### src/rtl/rfe_pkg.sv
// rfe_pkg: shared FSM encoding and RM(1,M) size helpers for the RFE stream blocks
package rfe_pkg;

  typedef enum logic [2:0] {
    S_IDLE,
    S_PUF_WAIT,
    S_TRNG_WAIT,
    S_OUT,
    S_DONE
  } rfe_state_e;

  function automatic int rfe_n(input int m);
    return 1 << m;
  endfunction

  function automatic int rfe_k(input int m);
    return m + 1;
  endfunction

endpackage

### src/rtl/rm1_encoder.sv
// rm1_encoder: combinational RM(1,M) encoder, cw[u] = x[0] ^ parity(x[M:1] & u)
module rm1_encoder import rfe_pkg::*; #(
  parameter int M = 5
) (
  input  logic [rfe_k(M)-1:0] x_i,
  output logic [rfe_n(M)-1:0] cw_o
);

  for (genvar u = 0; u < rfe_n(M); u++) begin : g_bit
    localparam logic [M-1:0] UB = M'(u);
    assign cw_o[u] = x_i[0] ^ (^(x_i[M:1] & UB));
  end

endmodule

### src/rtl/rfe_stream_gen.sv
// rfe_stream_gen: block-serial helper-data generator, H_b = R'_b ^ RM(1,M)(x_b), valid/ready output.
// Optional R'_b output port enabled by defining RFE_RPRIME_OUT_EN.
module rfe_stream_gen import rfe_pkg::*; #(
  parameter int M          = 5,
  parameter int BLOCKS     = 22,
  parameter int PUF_BLOCKS = 2,
  parameter int IDX_W      = 5
) (
  input  logic                               clk,
  input  logic                               rst_n,
  input  logic                               start,
  input  logic                               abort,
  output logic                               busy,
  output logic                               done,
  output logic                               puf_req,
  input  logic                               puf_valid,
  input  logic [PUF_BLOCKS*rfe_n(M)-1:0]     puf_data,
  output logic                               trng_req,
  input  logic                               trng_valid,
  input  logic [rfe_k(M)-1:0]                trng_data,
  output logic                               out_valid,
  input  logic                               out_ready,
  output logic [rfe_n(M)-1:0]                out_helper,
  output logic [IDX_W-1:0]                   out_idx,
  output logic                               out_last
`ifdef RFE_RPRIME_OUT_EN
  ,
  output logic [rfe_n(M)-1:0]                out_rprime
`endif
);

  localparam int N  = rfe_n(M);
  localparam int PW = PUF_BLOCKS > 1 ? $clog2(PUF_BLOCKS) : 1;

  rfe_state_e              state_q, state_d;
  logic                    start_q;
  logic [IDX_W-1:0]        blk_q, blk_d;
  logic [PW-1:0]           pidx_q, pidx_d;
  logic [PUF_BLOCKS*N-1:0] puf_q, puf_d;
  logic [N-1:0]            helper_q, helper_d;
  logic [N-1:0]            cw, rword;
  logic                    last;
`ifdef RFE_RPRIME_OUT_EN
  logic [N-1:0]            rprime_q, rprime_d;
`endif

  rm1_encoder #(.M(M)) u_enc (
    .x_i  (trng_data),
    .cw_o (cw)
  );

  assign rword      = puf_q[int'(pidx_q)*N +: N];
  assign last       = blk_q == IDX_W'(BLOCKS - 1);
  assign busy       = state_q inside {S_PUF_WAIT, S_TRNG_WAIT, S_OUT};
  assign done       = state_q == S_DONE;
  assign puf_req    = state_q == S_PUF_WAIT;
  assign trng_req   = state_q == S_TRNG_WAIT;
  assign out_valid  = state_q == S_OUT;
  assign out_last   = out_valid && last;
  assign out_helper = helper_q;
  assign out_idx    = blk_q;
`ifdef RFE_RPRIME_OUT_EN
  assign out_rprime = rprime_q;
`endif

  // next-state: abort from any active state beats every other event
  always_comb begin
    state_d  = state_q;
    blk_d    = blk_q;
    pidx_d   = pidx_q;
    puf_d    = puf_q;
    helper_d = helper_q;
`ifdef RFE_RPRIME_OUT_EN
    rprime_d = rprime_q;
`endif
    if (abort && state_q != S_IDLE) begin
      state_d = S_IDLE;
    end else begin
      unique case (state_q)
        S_IDLE: if (start && !start_q) begin
          state_d = S_PUF_WAIT;
          blk_d   = '0;
          pidx_d  = '0;
        end
        S_PUF_WAIT: if (puf_valid) begin
          puf_d   = puf_data;
          state_d = S_TRNG_WAIT;
        end
        S_TRNG_WAIT: if (trng_valid) begin
          helper_d = rword ^ cw;
`ifdef RFE_RPRIME_OUT_EN
          rprime_d = rword;
`endif
          state_d  = S_OUT;
        end
        S_OUT: if (out_ready) begin
          state_d = last ? S_DONE : S_TRNG_WAIT;
          blk_d   = last ? blk_q : blk_q + IDX_W'(1);
          pidx_d  = last ? pidx_q : (pidx_q == PW'(PUF_BLOCKS - 1) ? '0 : pidx_q + PW'(1));
        end
        S_DONE: state_d = S_IDLE;
        default: state_d = S_IDLE;
      endcase
    end
  end

  // state, counters and data latches with async active-low reset
  always_ff @(posedge clk or negedge rst_n) begin
    if (!rst_n) begin
      state_q  <= S_IDLE;
      start_q  <= 1'b0;
      blk_q    <= '0;
      pidx_q   <= '0;
      puf_q    <= '0;
      helper_q <= '0;
`ifdef RFE_RPRIME_OUT_EN
      rprime_q <= '0;
`endif
    end else begin
      state_q  <= state_d;
      start_q  <= start;
      blk_q    <= blk_d;
      pidx_q   <= pidx_d;
      puf_q    <= puf_d;
      helper_q <= helper_d;
`ifdef RFE_RPRIME_OUT_EN
      rprime_q <= rprime_d;
`endif
    end
  end

endmodule
### config.mk
export PLATFORM = sky130hd
export DESIGN_NAME = rfe_stream_gen
export DESIGN_NICKNAME = d
export VERILOG_FILES = /design/src/rtl/rfe_pkg.sv /design/src/rtl/rm1_encoder.sv /design/src/rtl/rfe_stream_gen.sv
export SDC_FILE = /design/constraint.sdc
export NUM_CORES = 1
export LEC_CHECK = 0
export CAP_MARGIN = 10
export CORE_ASPECT_RATIO = 1.25
export CORE_MARGIN = 1.5
export CORE_UTILIZATION = 35
export DETAILED_ROUTE_END_ITERATION = 8
export PLACE_DENSITY_LB_ADDON = 0.2
export SETUP_SLACK_MARGIN = 0.02
export SLEW_MARGIN = 20
export SYNTH_ARGS = -nofsm -noshare
export SYNTH_HDL_FRONTEND = slang
export SYNTH_SLANG_ARGS = --single-unit
### constraint.sdc
create_clock -name clk -period 2.02 [get_ports clk]
set_input_delay 0.202 -clock clk [delete_from_list [all_inputs] [get_ports clk]]
set_output_delay 0.202 -clock clk [all_outputs]
set_load 0.1 [all_outputs]
# Word level (Yosys, flattened, before mapping)
# Index checks and enable logic that the tools add are counted.
# op_classes
add_sub_neg,2
div_mod_pow,0
shifts,1
reduce_logical,43
n_mul,0
muxes,16
bitwise_logic,33
eq_ne,12
n_lt_le_gt_ge,0
# op_table
operator,n
5-bit XOR reduction,31
64-bit by 7-bit indexed part select with 32-bit output,1
32-bit bitwise XOR,1
1-bit bitwise XOR,31
3-bit 2-to-1 mux,6
5-bit 2-to-1 mux,3
3-bit case mux with 4 select lines,1
5-bit case mux with 2 select lines,1
3-bit by 1-bit != test with 1-bit output (second input constant),3
3-bit by 2-bit == test with 1-bit output (second input constant),2
3-bit AND reduction,2
3-bit nonzero test,2
5-bit by 1-bit adder with 5-bit output (second input constant),1
5-bit == test (second input constant),1
5-bit AND reduction,1
1-bit 2-to-1 mux,4
2-bit != test (second input constant),2
4-bit AND reduction,1
3-bit by 1-bit == test with 1-bit output (second input constant),1
3-bit == test (second input constant),1
1-bit logical AND,3
3-bit logical NOT,1
3-bit != test (second input constant),1
2-bit by 1-bit != test with 1-bit output (second input constant),1
other kinds (5),5
# totals
n_memories,0
input_bits,77
register_bits,106
elab_cells,113
ramBits,0
mem_bits_ro,0
latch_bits,0
output_inout_bits,43

# Logic depth before layout (Yosys ltp)
# depth
word_depth,5
depth_mapped,6
depth_no_buf,6

# By module
# A second synthesis with hierarchy kept.
# unflattened
hier_cells,383
hier_area_um2,5596.6
# by_module_without_submodules
mod,instances,cells_each,area_per_inst_um2,seq_area_each_um2
rfe_stream_gen,1,337,5141.2,2652.5
rm1_encoder,1,46,455.4,0.0

# Least setup slack after synthesis
# No wires, ideal clock.
# synth_path
path_type,reg-to-output
start,register blk_q[0] (netlist: out_idx[0])
end,output port out_last
stages_incl_launch_ff,5
n_path_buf,0
t_required_ps,1818
setup_slack_ps,-1334
arrival_time_ps,3152
path_cell_list,dfrtp_1 -> ha_1 -> nand2_1 -> or4b_1 -> nor2_1
# synth_between
elab_chain_len,2
# synth_lines
item,line_no,text
"start, declared",rfe_stream_gen.sv:37,"logic [IDX_W-1:0] blk_q, blk_d;"
"start signal, assigned",rfe_stream_gen.sv:122,blk_q <= blk_d;
5-bit == test,rfe_stream_gen.sv:53,assign last = blk_q == IDX_W'(BLOCKS - 1);
1-bit logical AND,rfe_stream_gen.sv:59,assign out_last = out_valid && last;
"end, declared",rfe_stream_gen.sv:25,output logic out_last
# No other way between the ends.

# Worst setup path after layout
# layout_path
start,register blk_q[1] (netlist: out_idx[1])
end,output port out_last
# Same word-level chain as after synthesis.

==> key figures <==
Route
  • Post-DRT Antenna Nets: 0
  • Drt drc: 21
  • Vias: 3472
  • Drt first-iter violations: 122
  • Detailed Route WL: ~12000 µm
  • Drt first pass iters: 6
  • Avg WL per Cell: about 16 µm
  • Vias per Instance: approximately 4.8

Timing
  • Fmax achieved: approximately 480 MHz
  • Fin Setup TNS: -0.0839 ns
  • Min setup slack post-route: -0.0839 ns
  • Endpoints failing hold: 0
  • Rel. slew slack: about three fifths
  • Min Hold Slack: between 0.3 and 0.4 ns
  • Slew @ Worst Pin: between 0.5 and 0.6 ns
  • Period minus WS final: 2.10 ns
  • RSZ-0062 raised after global routing: yes
  • Max Slew Vio Count: 0
  • Final clock skew: between 0.005 and 0.006 ns
  • Final Setup Violations: 1
  • Final Cycle Share: 104%

Floorplan
  • Die area: about 16000 µm²
  • Die extent in y: between 100 and 150 µm
  • Top-Level Pins: 120
  • Die Width: about 110 µm
  • Starting Density: between 30% and 40%
  • Core ar.: around 14000 µm²
  • Num rows: 49

Synthesis
  • Register area share after synthesis: 50.9%
  • Post-synth EDFFs: 0
  • Most common cell in the netlist: dfrtp_1
  • Ys async rst share: between 90% and 100%
  • Synth Flop Type: dfrtp_1
  • Yosys top cell area share: between 50% and 60%
  • Synth Warn #: 0
  • Leading post-synthesis cells by cell area: dfrtp_1, mux2_2, xnor2_1
  • Synth Instances: about 400
  • Post-synthesis average cell area: between 10 and 15 µm²
  • Synth cell types: 42
  • Net Count, Synth: a little under 500
  • Mapped cell area: roughly 5200 µm²
  • Synth top cells by count: dfrtp_1, mux2_2, xnor2_1, mux2i_1, nand2_1
  • Post-synth top area cell: dfrtp_1
  • Number of synthesized register bits: 106

Worst setup path
  • CP Class: reg -> out
  • Critical path startpoint category: flip-flop
  • CP max-delay cell: or4b_4
  • Req. time, crit path: 1.82 ns
  • Crit. Startpoint: out_idx[1]
  • Worst-path cell chain: inv_4 -> ha_4 -> nand2_2 -> or4b_4 -> nor2_4 -> buf_12
  • Worst Path Arrival: approximately 1.9 ns
  • CP max FO: 2
  • Buf/Inv on CP: 2
  • Crit. End Element: output port
  • CP max stage delay: between 0.5 and 0.6 ns
  • Reg2Reg Setup Slack: between 0.15 and 0.2 ns
  • Delay-heaviest family, CP: simple AND/OR/NAND/NOR gates
  • Reg2Reg Launch Point: out_idx[1]

Clocking
  • Worst-case clock buffer depth: 2
  • CTS Buf Count: 9
  • Sink Count: between 100 and 150
  • H-tree depth: 3
  • Worst-Skew Late Latency: about 0.35 ns
  • CTS Root Cell: clkbuf_16
  • CTS tree: yes
  • Clk slew on worst S/H paths: roughly 0.07 ns

Place
  • Dpl hpwl: 8580 µm
  • Placer Congestion: approximately 0.76
  • I/O Buffers: between 100 and 150
  • DP Area: 6770 µm²

Power
  • Pwr/cell area: roughly 1700 nW/µm²
  • Clock network power share: between 10% and 20%
  • P_int: 6.45 mW
  • Psw: 5.39 mW
  • Sw frac: a little under half
  • Lkg Pwr: about 3.0 nW
  • Combinational group share of total power: about 54%
  • Max IR drop VDD: ~0.00074 V
  • Register share of total power: between 30% and 40%

Flow run
  • Max-cap violation count: 0

Layout
  • Final core utilization: about half
  • Fin nets: slightly above 600
  • Syn-to-layout area delta: 36.8%
  • Antenna cells: 0
  • Layout cells sized above 1: 34.6%
  • Design area: between 7000 and 8000 µm²

Run status
  • Failing checks: DRC, setup timing
  • Status: finished with violations

Global routing
  • Number of antenna violations at the first check in global routing: 0
  • First-pass GRT wire length: around 19000 µm
  • Largest net degree at the start of global routing: 49
  • All-Layer GR Usage: between 10% and 20%
  • Total gr overflow: 0
  • Vias in the first global route: around 3600

Min path
  • HP Class: in -> reg
  • Worst Hold Launch: start
power groups by stage:
stage / Sequential (mW) / Combinational, mW / Clock [mW]
after floorplan: 5.70 / 2.83 / 0
after global placement: 3.70 / 6.32 / 0
after detailed placement: 3.74 / 6.39 / 0
after CTS: 3.70 / 6.42 / 1.86
after global routing: 3.83 / 6.71 / 1.95
final: 3.71 / 6.35 / 1.79
kinds of logic after synthesis:
group,share of synthesized area (%)
AOI/OAI and AO/OA,4.92
xor gates and xnor gates,13.2
adders and majority gates,0.480
buffers and inverters,3.00
DFF,50.9
muxes,21.6
and+or+nand+nor,5.88
stage by stage:
stage | cells | setup slack, ns | total power [mW]
final | 727 | -0.0839 | 11.8
after global routing | 727 | -0.149 | 12.5
after CTS | 727 | -0.0956 | 12.0
after detailed placement | 707 | 0.135 | 10.1
after global placement | 707 | 0.152 | 10.0
after floorplan | 408 | -0.141 | 8.54
repair_timing:
action | 4_1_cts | 5_1_grt
resized for setup | 4 | 2
hold buffers | 1 | 0
setup endpoints to repair | 1 | 1
cloned | 0 | 0
hold endpoints to repair | 41 | 0
setup buffers | 3 | 0
pin swaps | 2 | 2
layer usage:
layer	track usage, %	wire [µm]	up-vias
li1	-	-	1682
met1	19.5	4990	1685
met2	25.9	5780	89
met3	3.53	566	16
met4	5.33	208	0
met5	0	0	-
layout by cell type (no fill, tap or decap), types with 9 or more instances in the layout:
cell type	Yosys	final
xor2_1	16	16
clkbuf_16	0	9
dfrtp_1	106	99
mux2_2	70	70
xnor2_1	42	42
nand2_1	30	29
mux2i_1	34	34
buf_4	7	61
clkdlybuf4s50_1	0	75
o21ai_0	23	23
buf_12	0	13
registers in the layout, summed over array words and instances (netlist names):
signal	flops
start_q	1
pidx_q	1
state_q	3
out_helper	32
out_idx	5
puf_q	64
layout make-up:
| cell class | count | area [µm²] |
|---|---|---|
| sequential | 106 | 2670 |
| clock buffer | 12 | 256 |
| fill | 1290 | 7340 |
| timing repair buffer | 150 | 1480 |
| multi-input combinational | 275 | 2450 |
| clock inverter | 4 | 50.0 |
| inverter | 2 | 10.0 |
| tap | 178 | 223 |
worst paths after layout:
kind | to | cells after the start
max in group asynchronous | puf_q[3] | 3
hold / removal | start_q | 1
min in group asynchronous | puf_q[23] | 2
setup reg to reg | out_idx[3] | 7
hold reg to reg | out_helper[15] | 2
setup / recovery | out_last | 6
Note: power is estimated with default switching activity, not from simulation.
